===== config.mk =====
export PLATFORM = sky130hd
export DESIGN_NAME = vector_mac_ctrl
export DESIGN_NICKNAME = d
export VERILOG_FILES = /design/src/rtl/vector_mac_ctrl.sv
export SDC_FILE = /design/constraint.sdc
export NUM_CORES = 1
export LEC_CHECK = 0
export ABC_AREA = 0
export BUFFER_PORTS_ARGS = -buffer_cell sky130_fd_sc_hd__buf_2
export CORE_AREA = 2 2 406 408
export DETAILED_ROUTE_END_ITERATION = 16
export DIE_AREA = 0 0 408 410
export PLACE_DENSITY = 0.35
export SYNTH_ARGS = -nofsm -noshare
export SYNTH_HDL_FRONTEND = slang
export SYNTH_SLANG_ARGS = --single-unit

===== constraint.sdc =====
create_clock -name clk -period 3.5 [get_ports clk]
set_input_delay 0.7 -clock clk [delete_from_list [all_inputs] [get_ports clk]]
set_output_delay 0.7 -clock clk [all_outputs]
set_load 0.05 [all_outputs]

===== src/rtl/vector_mac_ctrl.sv =====
// vector_mac_ctrl: sequences N operand beats through an external VECTOR-lane MAC, feeding back accumulators.
// Optional build macro VMAC_CTRL_BIAS_EN adds the cmd_bias port for per-lane initial accumulators.
module vector_mac_ctrl #(
    parameter int REG_WIDTH = 16,
    parameter int VECTOR    = 8,
    parameter int LEN_WIDTH = 8
) (
    input  logic                            clk,
    input  logic                            rst_n,
    input  logic                            cmd_valid,
    output logic                            cmd_ready,
    input  logic [LEN_WIDTH-1:0]            cmd_len,
`ifdef VMAC_CTRL_BIAS_EN
    input  logic [VECTOR*REG_WIDTH-1:0]     cmd_bias,
`endif
    input  logic                            op_valid,
    output logic                            op_ready,
    input  logic [VECTOR*REG_WIDTH-1:0]     op_a,
    input  logic [VECTOR*REG_WIDTH-1:0]     op_b,
    output logic [VECTOR*REG_WIDTH-1:0]     mac_a,
    output logic [VECTOR*REG_WIDTH-1:0]     mac_b,
    output logic [VECTOR*2*REG_WIDTH-1:0]   mac_c,
    input  logic [VECTOR*REG_WIDTH-1:0]     mac_res,
    output logic                            res_valid,
    input  logic                            res_ready,
    output logic [VECTOR*REG_WIDTH-1:0]     res_data,
    output logic                            busy
);
    typedef enum logic [1:0] {IDLE, RUN, DONE} state_t;

    state_t                      state;
    logic [VECTOR*REG_WIDTH-1:0] acc;
    logic [VECTOR*REG_WIDTH-1:0] init;
    logic [LEN_WIDTH-1:0]        remaining;

`ifdef VMAC_CTRL_BIAS_EN
    assign init = cmd_bias;
`else
    assign init = '0;
`endif

    assign mac_a    = op_a;
    assign mac_b    = op_b;
    assign res_data = acc;

    for (genvar j = 0; j < VECTOR; j++) begin : g_lane
        assign mac_c[j*2*REG_WIDTH +: 2*REG_WIDTH] = {{REG_WIDTH{1'b0}}, acc[j*REG_WIDTH +: REG_WIDTH]};
    end

    // Command/beat/result sequencer; handshake outputs are registered alongside the state.
    always_ff @(posedge clk or negedge rst_n) begin
        if (!rst_n) begin
            state     <= IDLE;
            acc       <= '0;
            remaining <= '0;
            cmd_ready <= 1'b1;
            op_ready  <= 1'b0;
            res_valid <= 1'b0;
            busy      <= 1'b0;
        end else begin
            case (state)
                IDLE: if (cmd_valid) begin
                    acc       <= init;
                    remaining <= cmd_len;
                    cmd_ready <= 1'b0;
                    busy      <= 1'b1;
                    if (cmd_len != '0) begin
                        state    <= RUN;
                        op_ready <= 1'b1;
                    end else begin
                        state     <= DONE;
                        res_valid <= 1'b1;
                    end
                end
                RUN: if (op_valid) begin
                    acc       <= mac_res;
                    remaining <= remaining - 1'b1;
                    if (remaining == LEN_WIDTH'(1)) begin
                        state     <= DONE;
                        op_ready  <= 1'b0;
                        res_valid <= 1'b1;
                    end
                end
                DONE: if (res_ready) begin
                    state     <= IDLE;
                    res_valid <= 1'b0;
                    busy      <= 1'b0;
                    cmd_ready <= 1'b1;
                end
                default: begin
                    state     <= IDLE;
                    cmd_ready <= 1'b1;
                    op_ready  <= 1'b0;
                    res_valid <= 1'b0;
                    busy      <= 1'b0;
                end
            endcase
        end
    end
endmodule


; After elaboration in Yosys (flattened, before gate mapping)
; Cells that the tools add are included.
[classes]
mux = 28
bitwise = 2
magnitude_cmp = 0
shift = 0
eq_ne = 9
mul = 0
n_div = 0
add_sub_neg = 1
n_reduce_logical = 8
[op_table]
columns = operator, count
row1 = $mux W128, 2
row2 = $pmux W128 S2, 1
row3 = $mux W8, 2
row4 = $pmux W8 S2, 1
row5 = $mux W1, 12
row6 = $ne A2 B2 Y1 const B, 6
row7 = $pmux W1 S3, 4
row8 = $mux W2, 5
row9 = $reduce_and A5 Y1, 2
row10 = $eq A8 B1 Y1 const B, 1
row11 = $reduce_bool A8 Y1, 1
row12 = $sub A8 B1 Y8 const B, 1
row13 = $pmux W2 S3, 1
row14 = $reduce_and A3 Y1, 2
row15 = $reduce_and A4 Y1, 1
row16 = $eq A2 B1 Y1 const B, 1
row17 = $eq A2 B2 Y1 const B, 1
row18 = $logic_not A2 Y1, 1
row19 = $not A1 Y1, 2
row20 = $reduce_bool A2 Y1, 1
[word_totals]
memories = 0
rom_bits = 0
inputBits = 397
latchBits = 0
out_inout_bits = 644
mem_bits_rw = 0
register_bits = 142

; Logic depth before layout (Yosys ltp)
[logic_depth]
depth_word = 4
mapped_depth = 6
mapped_depth_nobuf = 6

; Worst setup path after synthesis
; Ideal clock, no wire load.
[synth_path]
kind = register to output
start = reg acc[0], in the netlist res_data[0]
end = out res_data[0]
stages_incl_launch_ff = 2
t_required_ns = 2.800
arrival_time_ns = 0.904
path_slack_ns = 1.896
path_cell_list = dfrtp_1 > buf_4
[synth_lines]
columns = element, line
row1 = "start, declared", 32  ; logic [VECTOR*REG_WIDTH-1:0] acc;
row2 = "start signal, assigned", 63  ; acc <= init;
row3 = "start signal, assigned", 76  ; acc <= mac_res;
row4 = "end, declared", 26  ; output logic [VECTOR*REG_WIDTH-1:0] res_data,
; No word-level cell between the ends.

; Worst setup path after layout
[layout_path]
start = reg acc[61], in the netlist res_data[61]
end = out res_data[61]
; No word-level cell between the ends.

==> reports/metrics.yaml <==
grt:
  overflow: 0
  grt_pass1_wl_um: 79600
  antenna_found_initial: 20
  grt_use_total: 0.0777
  grt_start_max_net_pins: 76
  grt_pass1_vias: 5613
clock_tree:
  root_buffer: "clkbuf_16"
  cts_hold_buf: 0
  cts_setup_buffers: 0
  clock_latency_ns: 0.52
  htreeDepth: 4
  cts.clk_slew.worst_paths_ns: 0.08
  ctsResizeCount: 0
  cts.sinks: 142
  cts_tree: "built"
  cts_buffer_depth: 2
  numCtsBuffers: 17
final_layout:
  syn_to_final_growth_pct: 19.5
  instances_no_fill: 3103
  nFillCells: 19200
  layout.nets: 1296
  drive_gt1_frac: 0.487
setup_path:
  path_delay_family: "flip-flops"
  end_kind: "primary output"
  cp.required_ns: 2.80
  worstPathArrival_ns: 1.58
  max_stage_delay_ns: 0.69
  cp_num_buf_inv: 1
  worstSetupPathType: "flop to primary output"
  crit_chain: "buf_2"
  cp_slowest_cell: "dfrtp_1"
  crit_fanout: 3
  startpoint_type: "flop"
timing:
  clock-skew-final_ns: 0.0163
  slew_viol_final: 0
  slew_headroom: 0.435
  fin_ws_ns: 1.22
  tns_ns: 0
  finalCritPeriodShare: 0.652
  tightest_slew_ns: 0.848
  hold_violations: 0
  max_clock_freq_mhz: 438
  setup_viol: 0
  post-route-min-period_ns: 2.28
  rsz0062_at_grt: "no"
  holdWs_ns: 0.212
route:
  drtAntennaViolNets: 0
  drtPass1Iterations: 4
  drt-total-wl_um: 66800
  wl_met3_um: 14100
  m1WireLength_um: 20600
  viasPerCell: 1.94
  drc_errors: 0
  top_layer_used: "met5"
  first_iter_violations: 319
  met2_length_um: 30800
  num_vias: 6027
  post_drt_wl_per_cell_um: 21.5
yosys:
  synth_cell_types: 33
  synth_area_per_cell_um2: 10.4
  ys.warnings.count: 0
  synth.yosys.seq_area_share: 0.383
  synthCells: 889
  ys_ff_latch: 142
  syn_area_um2: 9280
placement:
  placed_cells: 3067
  io_buffers: 400
  hpwl_um: 58200
  dp_slack_ns: 1.07
  gp_congestion: 0.773
power:
  ir_drop_mv: 0.647
  design_power_total_mw: 14.0
  power.density_nw_per_um2: 1260
  p_leak_nw: 5.10
job:
  maxCapViolCount: 0
outcome:
  status: "finished clean"
floorplanning:
  core-area_um2: 163000
  fp.dieArea_um2: 167000
  die_w_um: 408
  start_util: 0.0567
  fp.dieH_um: 410
  io_pins: 1041
  rows: 149
min_path:
  worstHoldPathType: "input port to async pin"
sequential cells by signal, indices dropped and copies added (netlist names):
register   cells
res_valid      1
cmd_ready      1
op_ready       1
remaining      8
busy           1
state          2
res_data     128
kinds of logic (layout without fill, tap and decap cells):
kind of cell / Yosys count / after routing / share of synthesized area
other: 1 / 132 / 0.000404
buffers and inverters: 548 / 442 / 0.450
AOI/OAI and AO/OA: 160 / 160 / 0.143
muxes: 1 / 1 / 0.00108
and+or+nand+nor: 35 / 35 / 0.0201
adders and majority gates: 2 / 2 / 0.00270
DFF: 142 / 142 / 0.383
through the flow:
| step | util | cell area, um2 |
|---|---|---|
| floorplan | - | 9750 |
| global placement | 0.0639 | 10400 |
| detailed placement | 0.0639 | 10400 |
| CTS | 0.0677 | 11100 |
| global route | 0.0678 | 11100 |
| finish | 0.0678 | 11100 |
worst paths after layout:
check | startpoint | slack [ns] | depth (start not counted) | endpoint
setup / recovery | res_data[61] | 1.22 | 1 | res_data[61]
hold / removal | rst_n | 0.21 | 1 | res_valid
setup reg to reg | state[0] | 1.23 | 4 | res_data[111]
hold reg to reg | res_data[12] | 0.52 | 1 | res_data[12]
max in group asynchronous | rst_n | 2.53 | 2 | res_data[27]
min in group clk | mac_res[97] | 0.39 | 2 | res_data[97]
cells in the mapped netlist:
library cell  number  area (um2)
o2bb2ai_1          1        8.76
a21o_1             1        7.51
o22a_1             5        43.8
nor2b_2            1        8.76
inv_1              4        15.0
and2_1             2        12.5
a21oi_1           10        50.1
buf_6             23         259
nor2b_1            1        6.26
o32ai_1            1        8.76
dfrtp_1          141        3530
conb_1             1        3.75
clkbuf_1           3        11.3
and2_0             1        6.26
mux2i_1            1        10.0
o21ai_1            1        5.00
a31oi_1            3        18.8
nor4bb_1           1        10.0
nand2b_1           4        25.0
or2_1              1        6.26
nor4_2             1        12.5
buf_4            517        3880
nor4_1             4        25.0
ha_1               2        25.0
dfstp_2            1        26.3
buf_2              1        5.00
nor2_1            15        56.3
a22o_1           130        1140
o21a_1             1        7.51
nor3_1             2        10.0
a211oi_1           1        7.51
nand2_1            2        7.51
o21ai_0            6        30.0
layout by cell type, fill, tap and decap left out, drive strengths merged, types with 2 or more instances in the layout:
| cell type | count |
|---|---|
| conb | 128 |
| dfrtp | 141 |
| a31oi | 3 |
| nand2 | 2 |
| o22a | 5 |
| clkinv | 8 |
| nand2b | 4 |
| ha | 2 |
| nor3 | 2 |
| nor2 | 15 |
| a21oi | 10 |
| inv | 11 |
| a22o | 130 |
| nor2b | 2 |
| nor4 | 5 |
| clkbuf | 18 |
| o21ai | 7 |
| and2 | 3 |
| buf | 405 |
| diode | 4 |
metal layers:
metal | vias up | GRT usage
li1 | 2381 | -
met2 | 751 | 0.122
met4 | 18 | 0.0204
met5 | - | 0.00144
met3 | 73 | 0.0793
met1 | 2804 | 0.0688
where the power goes:
group,internal [mW],total (mW),switching (mW)
logic,1.60,8.65,7.05
clock network,0.977,2.02,1.05
registers,2.37,3.31,0.948
total,4.95,14.0,9.05
area by class of cell:
type | count | area [um2] | share of cell area
flip-flops and latches | 142 | 3550 | 0.321
well taps | 2189 | 2740 | 0.247
repair buffers | 406 | 2110 | 0.190
multi-input cells | 326 | 2030 | 0.183
clock buffers | 17 | 425 | 0.0384
clock inverters | 15 | 204 | 0.0184
inverters | 4 | 15.0 | 0.00135
diodes | 4 | 10.0 | 0.000903
(Power assumes the default switching activity.)
